**src/rtl/av_burst_master.sv**
```systemverilog
// rtl/av_burst_master.sv - Avalon-MM burst master with read-response FIFO
// Optional macro AV_BURST_MASTER_BYTEENABLE_EN routes wr_be to av_byteenable during writes.
module av_burst_master #(
    parameter int  DATA_W        = 32,
    parameter int  ADDR_W        = 32,
    parameter int  MAX_BURST     = 16,
    parameter int  RD_FIFO_DEPTH = 32,
    localparam int BC_W          = $clog2(MAX_BURST) + 1
) (
    input  logic                clk,
    input  logic                rst,
    input  logic                cmd_valid,
    output logic                cmd_ready,
    input  logic                cmd_write,
    input  logic [ADDR_W-1:0]   cmd_addr,
    input  logic [BC_W-1:0]     cmd_burstcount,
    input  logic                wr_valid,
    output logic                wr_ready,
    input  logic [DATA_W-1:0]   wr_data,
    input  logic [DATA_W/8-1:0] wr_be,
    output logic                rd_valid,
    input  logic                rd_ready,
    output logic [DATA_W-1:0]   rd_data,
    output logic                rd_last,
    output logic                err_unexpected,
    output logic [ADDR_W-1:0]   av_address,
    output logic                av_read,
    output logic                av_write,
    input  logic                av_waitrequest,
    input  logic [DATA_W-1:0]   av_readdata,
    input  logic                av_readdatavalid,
    output logic [DATA_W-1:0]   av_writedata,
    output logic [DATA_W/8-1:0] av_byteenable,
    output logic [BC_W-1:0]     av_burstcount,
    output logic                av_beginbursttransfer
);
    localparam int PW = (RD_FIFO_DEPTH > 1) ? $clog2(RD_FIFO_DEPTH) : 1;
    localparam int CW = $clog2(RD_FIFO_DEPTH) + 1;

    typedef enum logic [1:0] {IDLE, WRITE, READ_REQ, READ_DATA} state_t;
    state_t state, state_nxt;

    logic [BC_W-1:0]   bc;
    logic [BC_W-1:0]   beat_cnt;
    logic              first;
    logic [DATA_W:0]   fifo_mem [RD_FIFO_DEPTH];
    logic [PW-1:0]     wr_ptr, rd_ptr;
    logic [CW-1:0]     fifo_cnt, fifo_free;
    logic              in_read, push, pop, accept, beat_last, wr_xfer;

    always_comb begin
        if (cmd_burstcount == '0)
            bc = BC_W'(1);
        else if (cmd_burstcount > BC_W'(MAX_BURST))
            bc = BC_W'(MAX_BURST);
        else
            bc = cmd_burstcount;
    end

    assign fifo_free = CW'(RD_FIFO_DEPTH) - fifo_cnt;
    assign in_read   = (state == READ_REQ) || (state == READ_DATA);
    assign push      = av_readdatavalid && in_read;
    assign pop       = rd_valid && rd_ready;
    assign beat_last = (beat_cnt == av_burstcount - BC_W'(1));

    // Reads are admitted only when the FIFO can absorb the whole burst.
    assign cmd_ready = !rst && (state == IDLE) && (cmd_write || (fifo_free >= CW'(bc)));
    assign accept    = cmd_valid && cmd_ready;

    assign wr_ready              = (state == WRITE) && !av_waitrequest;
    assign av_write              = (state == WRITE) && wr_valid;
    assign wr_xfer               = av_write && !av_waitrequest;
    assign av_writedata          = (state == WRITE) ? wr_data : '0;
    assign av_read               = (state == READ_REQ);
    assign av_beginbursttransfer = first;

`ifdef AV_BURST_MASTER_BYTEENABLE_EN
    assign av_byteenable = (state == WRITE) ? wr_be : ((state == READ_REQ) ? '1 : '0);
`else
    logic unused_be;
    assign unused_be     = ^wr_be;
    assign av_byteenable = '1;
`endif

    assign rd_valid = (fifo_cnt != '0);
    assign rd_data  = rd_valid ? fifo_mem[rd_ptr][DATA_W-1:0] : '0;
    assign rd_last  = rd_valid && fifo_mem[rd_ptr][DATA_W];

    always_comb begin
        state_nxt = state;
        case (state)
            IDLE:      if (accept) state_nxt = cmd_write ? WRITE : READ_REQ;
            WRITE:     if (wr_xfer && beat_last) state_nxt = IDLE;
            // A single-beat response may arrive together with the request acceptance.
            READ_REQ:  if (!av_waitrequest) state_nxt = (push && beat_last) ? IDLE : READ_DATA;
            READ_DATA: if (push && beat_last) state_nxt = IDLE;
            default:   state_nxt = IDLE;
        endcase
    end

    always_ff @(posedge clk) begin
        if (rst) begin
            state          <= IDLE;
            first          <= 1'b0;
            av_address     <= '0;
            av_burstcount  <= '0;
            beat_cnt       <= '0;
            wr_ptr         <= '0;
            rd_ptr         <= '0;
            fifo_cnt       <= '0;
            err_unexpected <= 1'b0;
        end else begin
            state <= state_nxt;
            first <= accept;
            if (accept) begin
                av_address    <= cmd_addr;
                av_burstcount <= bc;
                beat_cnt      <= '0;
            end else if (wr_xfer || push) begin
                beat_cnt <= beat_cnt + BC_W'(1);
            end
            if (push) wr_ptr <= wr_ptr + PW'(1);
            if (pop)  rd_ptr <= rd_ptr + PW'(1);
            case ({push, pop})
                2'b10:   fifo_cnt <= fifo_cnt + CW'(1);
                2'b01:   fifo_cnt <= fifo_cnt - CW'(1);
                default: fifo_cnt <= fifo_cnt;
            endcase
            if (av_readdatavalid && !in_read) err_unexpected <= 1'b1;
        end
    end

    always_ff @(posedge clk) begin
        if (push) fifo_mem[wr_ptr] <= {beat_last, av_readdata};
    end
endmodule

```
**config.mk**
```make
export PLATFORM = sky130hd
export DESIGN_NAME = av_burst_master
export DESIGN_NICKNAME = d
export VERILOG_FILES = /design/src/rtl/av_burst_master.sv
export SDC_FILE = /design/constraint.sdc
export NUM_CORES = 1
export LEC_CHECK = 0
export CORE_ASPECT_RATIO = 0.75
export CORE_MARGIN = 2
export CORE_UTILIZATION = 30
export CTS_BUF_LIST = sky130_fd_sc_hd__clkbuf_4 sky130_fd_sc_hd__clkbuf_8
export DETAILED_ROUTE_END_ITERATION = 7
export PLACE_DENSITY = 0.43
export SYNTH_ARGS = -nofsm -noshare
export SYNTH_HDL_FRONTEND = slang
export SYNTH_SLANG_ARGS = --single-unit
```
**constraint.sdc**
```tcl
create_clock -name clk -period 6.8 [get_ports clk]
set_input_delay 1.02 -clock clk [delete_from_list [all_inputs] [get_ports clk]]
set_output_delay 1.02 -clock clk [all_outputs]
set_load 0.02 [all_outputs]
```
After elaboration in Yosys (flattened, before gate mapping)
Memory sizes are Yosys's and may differ from the RTL's. A register that Yosys moved wholly into a read port is not among the register bits.
Cells that the tools add are included.
{"block": "classes", "add_sub_neg": 7, "magnitude_cmp": 2, "eq_ne": 10, "muxes": 16, "reduce_logical": 24}
{"operator": "$mux W32", "n": 2}
{"operator": "$mux W5", "n": 4}
{"operator": "$add A5 B1 Y5 const B", "n": 3}
{"operator": "$logic_and A1 B1 Y1", "n": 12}
{"operator": "$mux W2", "n": 6}
{"operator": "$pmux W6 S2", "n": 1}
{"operator": "$pmux W2 S4", "n": 1}
{"operator": "$add A6 B1 Y6 const B", "n": 1}
{"operator": "$eq A2 B2 Y1 const B", "n": 3}
{"operator": "$ge A6 B5 Y1", "n": 1}
{"operator": "$reduce_bool A6 Y1", "n": 1}
{"operator": "$sub A6 B1 Y6 const B", "n": 1}
{"operator": "$sub A6 B6 Y6 const A", "n": 1}
{"operator": "$eq A5 B5 Y1", "n": 1}
{"operator": "$gt A5 B5 Y1 const B", "n": 1}
{"operator": "$logic_not A5 Y1", "n": 1}
{"operator": "$sub A5 B1 Y5 const B", "n": 1}
{"operator": "$eq A2 B1 Y1 const B", "n": 2}
{"operator": "$ne A2 B1 Y1 const B", "n": 2}
{"operator": "$ne A2 B2 Y1 const B", "n": 2}
{"operator": "$reduce_and A4 Y1", "n": 1}
{"operator": "$logic_not A1 Y1", "n": 3}
{"operator": "$logic_or A1 B1 Y1", "n": 3}
{"operator": "$logic_not A2 Y1", "n": 1}
{"operator": "other kinds (3)", "n": 4}
{"block": "word_totals", "regBits": 62, "ram_bits": 1056, "inputBits": 113, "memories": 1}
{"memory": "fifo_mem", "depth": 32, "word_bits": 33, "rd": 1, "rd_clocked_by_memory_dff": 1, "write_ports": 1, "line_no": "46", "text": "logic [DATA_W:0] fifo_mem [RD_FIFO_DEPTH];"}

Depth between registers and ports, before layout
Gate-level depths: netlist (run 1).
{"block": "logic_depth", "ltp_word": 9, "ltp_mapped": 13}

Worst setup path after synthesis (run 1)
OpenSTA, ideal clock, no wires.
{"block": "synth_timing", "path_type": "input port to output port", "start": "input cmd_burstcount[3]", "end": "output cmd_ready", "arrival_ps": 2666, "slack_ps": 3114, "stages": 8, "n_path_buf": 0, "path_cell_list": "nor2b_1 -> inv_1 -> ha_1 -> o21a_1 -> nor2_1 -> nor3_1 -> nor2_1 -> nor4_1"}
{"block": "synth_between", "elab_chain_cells": 6, "word_cells_on_any_way": 7}
{"item": "start, declared", "line_no": "16", "text": "input logic [BC_W-1:0] cmd_burstcount,"}
{"item": "$gt A5 B5 Y1", "line_no": "54", "text": "else if (cmd_burstcount > BC_W'(MAX_BURST))"}
{"item": "$mux W5", "line_no": "54"}
{"item": "$mux W5 *", "line_no": "52", "text": "if (cmd_burstcount == '0)"}
{"item": "$ge A6 B5 Y1 *", "line_no": "67", "text": "assign cmd_ready = !rst && (state == IDLE) && (cmd_write || (fifo_free >= CW'(bc)));"}
{"item": "$logic_or A1 B1 Y1 *", "line_no": "67"}
{"item": "$logic_and A1 B1 Y1 *", "line_no": "67"}
{"item": "end, declared", "line_no": "13", "text": "output logic cmd_ready,"}
Every way passes the cells marked *; elsewhere a longest branch is shown, timed or not.

==> impl_metrics.env, run 1 <==
export IMPL_status="finished, final reports clean"
export IMPL_ant_nets=0
export IMPL_antenna_found_initial=2
export IMPL_synthSimpleGateAreaFrac_pct=3.682
export IMPL_dpl_cell_count=4341
export IMPL_initial_core_util_pct=30.11
export IMPL_h_tree_depth=4
export IMPL_nets=2673
export IMPL_overflow=0
export IMPL_crit_type="reg2out"
export IMPL_postSynthCellCount=2200
export IMPL_avgSynthCellArea_um2=20.14
export IMPL_num_vias=22228
export IMPL_core_mm2=0.1472
export IMPL_cts_max_path_buffers=3
export IMPL_setup_tns_ns=0
export IMPL_synth_xor_area_share_pct=0.4546
export IMPL_layout_worst_path_cycle_share_pct=77.58
export IMPL_wl_per_cell_um=25.73
export IMPL_end_kind="primary output"
export IMPL_synth_area_mux_share_pct=17.40
export IMPL_place_gp_congestion=0.7477
export IMPL_viasPerCell=4.757
export IMPL_clk_latency_ns=0.90
export IMPL_ys_async_sr_fraction_pct=0
export IMPL_r2r_cells=4
export IMPL_fin_skew_ns=0.04466
export IMPL_dpl_worst_slack_ns=1.779
export IMPL_yosys_area_share_adder_pct=0.5534
export IMPL_synth_area_mm2=0.04431
export IMPL_rrSetupSlack_ns=3.28
export IMPL_synth_main_ff_cell="edfxtp_1"
export IMPL_rows=122
export IMPL_drc=0
export IMPL_cts_resized=0
export IMPL_arrival_ns=4.26
export IMPL_required_ns=5.78
export IMPL_dp_hpwl_mm=67.82
export IMPL_ios=226
export IMPL_grt_pass1_wl_mm=171.7
export IMPL_cts_hold_buf=0
export IMPL_irDropWorstVdd_mv=0.1850
export IMPL_synth_edf_count=1056
export IMPL_clk_pin_slew_ns=0.06
export IMPL_synth_compound_area_share_pct=1.861
export IMPL_cp_max_fo=32
export IMPL_post_route_min_period_ns=5.276
export IMPL_cts_sinks=1123
export IMPL_die_y_um=336.8
export IMPL_io_buffer_count=217
export IMPL_power_mw=18.13
export IMPL_tightest_slew_ns=1.209
export IMPL_dr_first_iter_drc_count=1678
export IMPL_power_density_mw_per_mm2=343.1
export IMPL_die_x_um=447.8
export IMPL_root_buffer="clkbuf_8"
export IMPL_holdWs_ns=0.4678
export IMPL_max_freq_ghz=0.1896
export IMPL_rsz0062_at_grt="no"
export IMPL_slew_violations=0
export IMPL_whs_path_depth=2
export IMPL_yosysWarnings=0
export IMPL_cp_start_kind="flop"
export IMPL_instances_no_fill=4673
export IMPL_postCtsSetupBuffers=0
export IMPL_syn_to_final_growth_pct=19.27
export IMPL_hold_class="reg2reg"
export IMPL_leakage_nw=16.14
export IMPL_first_pass_iters=4
export IMPL_drive_gt1_share_pct=27.49
export IMPL_synth_cell_types=56
export IMPL_maxCapViolCount=0
export IMPL_timing_final_ws_setup_ns=1.524
export IMPL_setup_viol=0
export IMPL_grt_max_degree=101
export IMPL_synth_top_family_by_area="multiplexers"
export IMPL_cts_tree="yes"
export IMPL_hold_viol=0
export IMPL_ys_seq_area_share_pct=74.59
export IMPL_wl_mm=120.2
export IMPL_slew_headroom_pct=19.14
export IMPL_grt_usage_pct=16.02
export IMPL_fillers=13727
export IMPL_dieArea_mm2=0.1508
export IMPL_cts_made_buffers=182
export IMPL_ys_ff_latch=1123
export IMPL_grt_pass1_vias=23875
-- where the power goes --
| group | switching [mW] | internal, mW |
|---|---|---|
| Clock | 2.74 | 3.05 |
| Sequential | 0.159 | 7.68 |
| Combinational | 2.38 | 2.12 |
-- sequential cells by signal, summed over array words and instances, names as in the netlist, named ones only --
name and count:
beat_cnt 5, av_beginbursttransfer 1, fifo_mem 1056, wr_ptr 5
av_address 32, fifo_cnt 6, rd_ptr 5, av_burstcount 5
state 2, err_unexpected 1
-- cells in the final DEF (no fill, tap or decap), types with 7 or more instances in the layout --
| master | netlist | layout |
|---|---|---|
| edfxtp_1 | 1056 | 1056 |
| a21oi_1 | 73 | 73 |
| buf_12 | 2 | 11 |
| mux2i_1 | 102 | 102 |
| clkinv_1 | 0 | 43 |
| nor2_4 | 0 | 32 |
| clkbuf_4 | 0 | 64 |
| nand2_1 | 19 | 18 |
| nor3_1 | 8 | 8 |
| nor2b_1 | 9 | 9 |
| a31oi_1 | 7 | 7 |
| ha_1 | 18 | 18 |
| clkinv_2 | 0 | 16 |
| buf_4 | 6 | 55 |
| nand2b_1 | 70 | 69 |
| inv_1 | 17 | 17 |
| and2_1 | 35 | 35 |
| xor2_1 | 12 | 12 |
| clkbuf_8 | 0 | 189 |
| clkdlybuf4s50_1 | 0 | 216 |
| nor2_1 | 131 | 99 |
| mux2_2 | 66 | 66 |
| o22ai_1 | 34 | 34 |
| mux4_2 | 264 | 264 |
| nand3_1 | 11 | 11 |
| xnor2_1 | 11 | 11 |
| dfxtp_1 | 67 | 63 |
-- worst paths after layout --
| kind | from | to |
|---|---|---|
| worst min register to register | err_unexpected | err_unexpected |
| worst max register to register | state[1] | fifo_mem[23][14] |
| worst min-delay path | err_unexpected | err_unexpected |
| worst max-delay path | flop | rd_data[25] |
-- Yosys cell counts, types with 2 or more instances --
| cell | n | share of area, % |
|---|---|---|
| a311oi_1 | 2 | 0.040 |
| nand3b_1 | 3 | 0.051 |
| mux4_2 | 264 | 13 |
| buf_12 | 2 | 0.090 |
| nor3_1 | 8 | 0.090 |
| nor2b_1 | 9 | 0.13 |
| xor2_1 | 12 | 0.24 |
| nand3_1 | 11 | 0.12 |
| a31oi_1 | 7 | 0.099 |
| nand2b_1 | 70 | 0.99 |
| or2_2 | 2 | 0.028 |
| dfxtp_1 | 67 | 3.0 |
| o22ai_1 | 34 | 0.48 |
| buf_2 | 28 | 0.32 |
| clkbuf_1 | 78 | 0.66 |
| nor2_1 | 131 | 1.1 |
| nor4_1 | 2 | 0.028 |
| buf_1 | 14 | 0.12 |
| mux2i_1 | 102 | 2.3 |
| nand2_1 | 19 | 0.16 |
| o21a_1 | 4 | 0.068 |
| ha_1 | 18 | 0.51 |
| nand4_1 | 5 | 0.071 |
| a211o_1 | 3 | 0.059 |
| or3_1 | 3 | 0.042 |
| nor3b_1 | 2 | 0.034 |
| edfxtp_1 | 1056 | 72 |
| nor3_2 | 5 | 0.11 |
| buf_4 | 6 | 0.10 |
| mux2_2 | 66 | 1.7 |
| or3b_2 | 4 | 0.079 |
| a21o_1 | 2 | 0.034 |
| o21ai_0 | 5 | 0.056 |
| a21oi_1 | 73 | 0.82 |
| xnor2_1 | 11 | 0.22 |
| inv_1 | 17 | 0.14 |
| and2_1 | 35 | 0.49 |
| o31ai_1 | 2 | 0.034 |
-- layout make-up --
class / instances / area, um2 / area share [%]
timing repair buffer: 283 / 2800 / 5.298
clock buffer: 253 / 3082 / 5.831
multi-input combinational: 934 / 10890 / 20.60
clock inverter: 75 / 460.4 / 0.8712
antenna: 4 / 10.01 / 0.01894
tap: 1984 / 2482 / 4.697
sequential: 1123 / 33070 / 62.56
inverter: 17 / 63.81 / 0.1207
-- layer usage --
layer | vias up | share of wire [%] | GRT usage [%] | wire, um
met4 | 0 | 1.9 | 5.165 | 2319
met2 | 470 | 46 | 24.86 | 55620
met5 | - | 0 | 0 | 0
li1 | 9656 | - | - | -
met3 | 169 | 4.4 | 3.082 | 5285
met1 | 11933 | 47 | 22.65 | 57020
-- metrics by stage --
stage | utilization (%) | area [um2]
2_1_floorplan | - | 44330
3_3_place_gp | 33.50 | 49300
3_5_place_dp | 33.50 | 49300
4_1_cts | 35.91 | 52840
5_1_grt | 35.91 | 52850
6_report | 35.92 | 52850
-- worst max-delay path: stages (launching register included) --
cell	delay, ns
dfxtp_4	0.80
buf_12	0.37
buf_12	0.28
mux4_2	0.52
mux2i_1	0.32
nor2_1	0.09
a21oi_1	0.19
o22ai_1	0.15
clkdlybuf4s50_1	0.61
-- logic make-up after synthesis --
| family | Yosys count |
|---|---|
| other | 1 |
| DFF | 1123 |
| adders and majority gates | 19 |
| muxes | 432 |
| and+or+nand+nor | 316 |
| AOI/OAI and AO/OA | 140 |
| buffers and inverters | 146 |
| xor gates and xnor gates | 23 |
Power figures use the tool's default switching activity.
==> run 2: changes to the inputs <==
- clock period: 6.8 -> 4.88 ns (I/O delays scaled with it)
==> run 2 against run 1 <==
- sequential share of layout area decreased by 0.56 points
- worst setup slack got worse by 1.3 ns
- wire length increased by 1.5%
- critical path depth decreased by 2
- clock power increased by 39%
- critical endpoint is now rd_data[0]
- sequential cell count unchanged
==> impl_metrics.env, run 2 (synthesized netlist as in run 1, its figures left out) <==
export IMPL_dieArea_mm2=0.1508
export IMPL_clk_latency_ns=0.92
export IMPL_hold_class="in2reg"
export IMPL_cts_tree="yes"
export IMPL_crit_family="buffers and inverters"
export IMPL_largest_reg_flops=1056
export IMPL_final_cell_mix="1056 x edfxtp_1, 264 x mux4_2, 215 x clkdlybuf4s50_1, 184 x clkbuf_8, 102 x mux2i_1"
export IMPL_place_gp_congestion=0.7641
export IMPL_syn_to_final_growth_pct=20.35
export IMPL_nets=2708
export IMPL_core_mm2=0.1472
export IMPL_slew_headroom_pct=12.69
export IMPL_top_regs="fifo_mem (1056), av_address (32), fifo_cnt (6)"
export IMPL_rows=122
export IMPL_dr_first_iter_drc_count=1584
export IMPL_max_freq_ghz=0.2136
export IMPL_tightest_slew_ns=1.306
export IMPL_instances_no_fill=4707
export IMPL_r2r_start="fifo_cnt[0]"
export IMPL_grt_pass1_wl_mm=174.6
export IMPL_viasPerCell=4.797
export IMPL_num_vias=22581
export IMPL_clk_pin_slew_ns=0.07
export IMPL_cp_max_fo=33
export IMPL_die_x_um=447.8
export IMPL_power_density_mw_per_mm2=473.8
export IMPL_fin_area_mm2=0.05333
export IMPL_layout_worst_path_cycle_share_pct=95.95
export IMPL_r2r_end="beat_cnt[3]"
export IMPL_cts_sinks=1123
export IMPL_ios=226
export IMPL_crit_type="reg2out"
export IMPL_whs_endpoint="av_address[5]"
export IMPL_h_tree_depth=4
export IMPL_rrSetupSlack_ns=1.54
export IMPL_min_from="cmd_addr[5]"
export IMPL_placed_area_mm2=0.04975
export IMPL_critPathBufInv=2
export IMPL_postCtsSetupBuffers=0
export IMPL_whs_path_depth=3
export IMPL_io_buffer_count=217
export IMPL_fin_skew_ns=0.03417
export IMPL_irDropWorstVdd_mv=0.2733
export IMPL_setup_tns_ns=0
export IMPL_die_y_um=336.8
export IMPL_grt_usage_pct=16.30
export IMPL_wl_mm=122.1
export IMPL_root_buffer="clkbuf_8"
export IMPL_overflow=0
export IMPL_drive_gt1_share_pct=28.32
export IMPL_required_ns=4.15
export IMPL_end_kind="primary output"
export IMPL_rsz0062_at_grt="no"
export IMPL_initial_core_util_pct=30.11
export IMPL_slew_violations=0
export IMPL_layout_commonest_cell="edfxtp_1"
export IMPL_antenna_found_initial=3
export IMPL_grt_max_degree=100
export IMPL_post_route_min_period_ns=4.682
export IMPL_setup_viol=0
export IMPL_grt_pass1_vias=24285
export IMPL_hold_viol=0
export IMPL_dpl_cell_count=4374
export IMPL_maxCapViolCount=0
export IMPL_ant_nets=0
export IMPL_cts_max_path_buffers=3
export IMPL_dp_hpwl_mm=69.27
export IMPL_cp_start_kind="flop"
export IMPL_regMostFlops="fifo_mem"
export IMPL_arrival_ns=3.95
export IMPL_slowest_stage="dfxtp_4"
export IMPL_first_pass_iters=7
export IMPL_leakage_nw=16.37
export IMPL_path_cells="buf_4 > mux4_2 > mux2_2 > a21oi_1 > o22ai_1 > clkdlybuf4s50_1"
export IMPL_drc=0
export IMPL_wl_per_cell_um=25.94
export IMPL_status="finished, final reports clean"
export IMPL_r2r_cells=10
export IMPL_cts_made_buffers=183
export IMPL_fillers=13700
export IMPL_slowest_delay_ns=0.78
run 2: cell types whose count changed in the layout (fill, tap and decap cells not counted), moves of 2 or more:
| cell | before | now |
|---|---|---|
| clkbuf_8 | 189 | 184 |
| clkinv_1 | 43 | 46 |
| buf_4 | 55 | 71 |
| clkbuf_4 | 64 | 71 |
| clkinv_2 | 16 | 9 |
| buf_12 | 11 | 25 |
| inv_12 | 0 | 2 |
| buf_16 | 0 | 2 |
| clkinv_8 | 1 | 3 |
run 2: repair_timing:
action | in CTS | in global routing
hold buffers | 0 | 0
endpoints found under the hold margin | 0 | 0
gates resized for setup | 4 | 3
endpoints found under the setup margin | 3 | 3
run 2: layer usage:
metal	vias up	track usage, %	wire [um]
met4	2	5.165	2577
met2	523	25.41	56660
li1	9705	-	-
met5	-	0	13
met3	200	2.854	5433
met1	12151	23.19	57400
run 2: power by group:
part / leakage (nW) / internal [mW] / total [mW] / switching, mW
Clock: 1.86 / 4.18 / 8.03 / 3.84
Sequential: 10.1 / 10.7 / 10.9 / 0.192
Combinational: 4.44 / 3.01 / 6.35 / 3.34
Total: 16.4 / 17.9 / 25.3 / 7.38
run 2: metrics by stage:
stage / util (%) / hold slack, ns / total power, mW / worst slack [ns]
floorplan: - / 0.4817 / 15.14 / 1.631
global placement: 33.81 / 0.4552 / 17.52 / 0.5174
detailed placement: 33.81 / 0.4648 / 17.56 / 0.4887
CTS: 36.21 / 0.2750 / 25.71 / 0.02878
global route: 36.24 / 0.3724 / 26.52 / 0.02505
finish: 36.24 / 0.3930 / 25.27 / 0.1977
run 2: worst max path at each step:
| stage | start | endpoint | slack (ns) | depth (start not counted) |
|---|---|---|---|---|
| finish | flop | rd_data[0] | 0.20 | 6 |
| floorplan | av_burstcount[0] | state[1] | 1.63 | 7 |
| global placement | cmd_burstcount[1] | cmd_ready | 0.52 | 11 |
| global route | flop | rd_data[0] | 0.03 | 6 |
| CTS | flop | rd_data[0] | 0.03 | 6 |
| detailed placement | cmd_burstcount[4] | cmd_ready | 0.49 | 10 |
run 2: layout make-up:
cell class                 count  area [um2]  share of cell area (%)
clock inverter                73       460.4                  0.8634
inverter                      17       63.81                  0.1197
sequential                  1123       33070                   62.00
timing repair buffer         317        3281                   6.151
antenna                        4       10.01                 0.01877
multi-input combinational    934       10900                   20.44
tap                         1984        2482                   4.655
clock buffer                 255        3065                   5.748
run 2: worst reg2reg max path, stage by stage, from the launching register on:
cell and delay (ns):
dfxtp_1 0.36, inv_1 0.15, ha_1 0.27, nand2_1 0.09, xor2_1 0.15, ha_1 0.36, inv_1 0.11, nor3_2 0.35
o21a_2 0.97, buf_4 0.33, nor3_2 0.06
==> run 3: changes to the inputs <==
==> constraint.sdc (replaced) <==
create_clock -name clk -period 4.88 [get_ports clk]
set_input_delay 1.464 -clock clk [delete_from_list [all_inputs] [get_ports clk]]
set_output_delay 1.464 -clock clk [all_outputs]
set_load 0.02 [all_outputs]
==> run 3 against run 2 <==
- via count is 1.2% higher
- first-iteration DRC count increased by 19%
- sequential cell count is the same
- worst setup slack got worse by 0.16 ns
==> impl_metrics.env, run 3 (synthesized netlist as in run 1, its figures left out) <==
export IMPL_leakage_nw=17.00
export IMPL_dieArea_mm2=0.1508
export IMPL_initial_core_util_pct=30.11
export IMPL_whs_path_depth=2
export IMPL_max_freq_ghz=0.2065
export IMPL_ios=226
export IMPL_r2r_cells=12
export IMPL_cts_hold_buf=0
export IMPL_rsz0062_at_grt="yes"
export IMPL_rrSetupSlack_ns=1.85
export IMPL_cts_made_buffers=185
export IMPL_fin_skew_ns=0.03331
export IMPL_antenna_found_initial=5
export IMPL_top_regs="fifo_mem (1056), av_address (32), fifo_cnt (6)"
export IMPL_maxCapViolCount=0
export IMPL_cp_start_kind="input pin"
export IMPL_end_kind="primary output"
export IMPL_hold_class="reg2reg"
export IMPL_root_buffer="clkbuf_8"
export IMPL_p_int_mw=18.71
export IMPL_critPathBufInv=2
export IMPL_place_gp_congestion=0.7585
export IMPL_slowest_stage="clkdlybuf4s50_1"
export IMPL_min_from="err_unexpected"
export IMPL_layout_worst_path_cycle_share_pct=99.22
export IMPL_nets=2765
export IMPL_die_x_um=447.8
export IMPL_layout_commonest_cell="edfxtp_1"
export IMPL_final_cell_mix="1056 x edfxtp_1, 264 x mux4_2, 197 x clkbuf_8, 178 x clkdlybuf4s50_1"
export IMPL_ant_nets=0
export IMPL_hold_viol=0
export IMPL_largest_reg_flops=1056
export IMPL_core_mm2=0.1472
export IMPL_power_density_mw_per_mm2=484.1
export IMPL_sw_frac_of_total_pct=29.03
export IMPL_die_y_um=336.8
export IMPL_syn_to_final_growth_pct=22.86
export IMPL_cp_common_cell="nor2_2"
export IMPL_cts_max_path_buffers=3
export IMPL_grt_use_met3_pct=3.065
export IMPL_irDropWorstVdd_mv=0.4661
export IMPL_arrival_ns=3.38
export IMPL_grt_pass1_wl_mm=176.8
export IMPL_drive_gt1_share_pct=31.90
export IMPL_dr_first_iter_drc_count=1891
export IMPL_slew_headroom_pct=21.83
export IMPL_status="finished, final reports clean"
export IMPL_first_pass_iters=5
export IMPL_slew_violations=0
export IMPL_clk_latency_ns=0.89
export IMPL_fin_area_mm2=0.05444
export IMPL_required_ns=3.42
export IMPL_grt_pass1_vias=24362
export IMPL_num_vias=22855
export IMPL_path_cells="clkdlybuf4s50_1 > nor2_2 > nor2_1 > ha_1 > nand2b_4 > a2111oi_4 > nor3_2 > nor2_2 > nor4_1 > buf_2"
export IMPL_slowest_delay_ns=0.47
export IMPL_path_depth=10
export IMPL_h_tree_depth=4
export IMPL_cts_tree="yes"
export IMPL_setup_viol=0
export IMPL_grt_max_degree=100
export IMPL_wl_mm=124.4
export IMPL_power_frac_comb_pct=27.3
export IMPL_whs_endpoint="err_unexpected"
export IMPL_grt_usage_pct=16.53
export IMPL_overflow=0
export IMPL_fin_util_pct=37.00
export IMPL_rows=122
export IMPL_dp_hpwl_mm=71.73
export IMPL_wl_per_cell_um=26.09
export IMPL_regMostFlops="fifo_mem"
export IMPL_tightest_slew_ns=1.169
export IMPL_grt_use_met2_pct=26.33
export IMPL_p_clk_share_pct=31.6
export IMPL_crit_type="in2out"
export IMPL_p_switching_mw=7.651
export IMPL_grt_busiest_layer="met2"
export IMPL_post_route_min_period_ns=4.842
export IMPL_p_seq_share_pct=41.1
export IMPL_cts_sinks=1123
export IMPL_cp_max_fo=2
export IMPL_clk_pin_slew_ns=0.05
export IMPL_drc=0
export IMPL_crit_family="buffers and inverters"
export IMPL_io_buffer_count=217
export IMPL_placed_area_mm2=0.05003
export IMPL_power_mw=26.36
export IMPL_viasPerCell=4.791
export IMPL_use_met1_pct=22.89
export IMPL_r2r_start="fifo_cnt[0]"
export IMPL_r2r_end="fifo_cnt[4]"
## run 3: cell types whose count changed in the layout (fill, tap and decap cells not counted), moves of 8 or more
cell,before,now
buf_12,25,41
buf_4,71,99
buf_2,1,15
a21oi_1,73,61
clkbuf_2,0,10
buf_16,2,10
clkbuf_8,184,197
clkdlybuf4s50_1,215,178
a21oi_2,0,11
## run 3: how the worst max path moves through the flow
stage,start,end
6_report,cmd_burstcount[0],cmd_ready
5_1_grt,cmd_burstcount[0],cmd_ready
4_1_cts,cmd_burstcount[1],cmd_ready
3_5_place_dp,cmd_burstcount[1],cmd_ready
3_3_place_gp,cmd_burstcount[1],cmd_ready
2_1_floorplan,cmd_burstcount[3],cmd_ready
## run 3: timing repair
| item | in CTS | in global routing |
|---|---|---|
| pin swaps | 3 | 7 |
| gates resized for setup | 126 | 49 |
| setup endpoints to repair | 34 | 16 |
| cloned | 7 | 3 |
| setup buffers | 17 | 7 |
## run 3: cell type report
cell class / instances / area [um2]
diodes: 2 / 5.005
inverters: 17 / 63.81
clock buffers: 264 / 3214
multi-input cells: 934 / 11050
flip-flops and latches: 1123 / 33070
well taps: 1984 / 2482
fillers: 13622 / 92710
repair buffers: 372 / 4064
clock inverters: 74 / 495.5
## run 3: tightest hold or removal path: stages, from the launching register on
cell and delay, ns:
dfxtp_1 0.32, a21oi_1 0.04, nor2_1 0.07
## run 3: power by group through the flow
stage	Clock, mW	Combinational (mW)	Sequential (mW)
detailed placement	0	6.71	11.0
floorplan	0	4.06	11.1
global route	9.00	7.74	10.9
CTS	8.62	7.21	10.8
finish	8.33	7.19	10.8
global placement	0	6.69	11.0
## run 3: layer usage
metal  up-vias  part of all wire (%)
li1       9842                     -
met1     12275                    46
met2       553                    47
met3       181                   4.5
met4         4                   2.1
met5         -                 0.022
## run 3: through the flow
| step | hold slack [ns] | setup WS, ns | TNS [ns] | cells |
|---|---|---|---|---|
| 6_report | 0.4687 | 0.03803 | 0 | 4770 |
| 2_1_floorplan | 0.4817 | 0.3064 | 0 | 2203 |
| 3_5_place_dp | 0.4575 | -0.7149 | -0.7149 | 4395 |
| 5_1_grt | 0.4954 | -0.1034 | -0.1043 | 4769 |
| 3_3_place_gp | 0.4550 | -0.7418 | -0.7418 | 4395 |
| 4_1_cts | 0.4745 | -0.1821 | -0.2673 | 4757 |
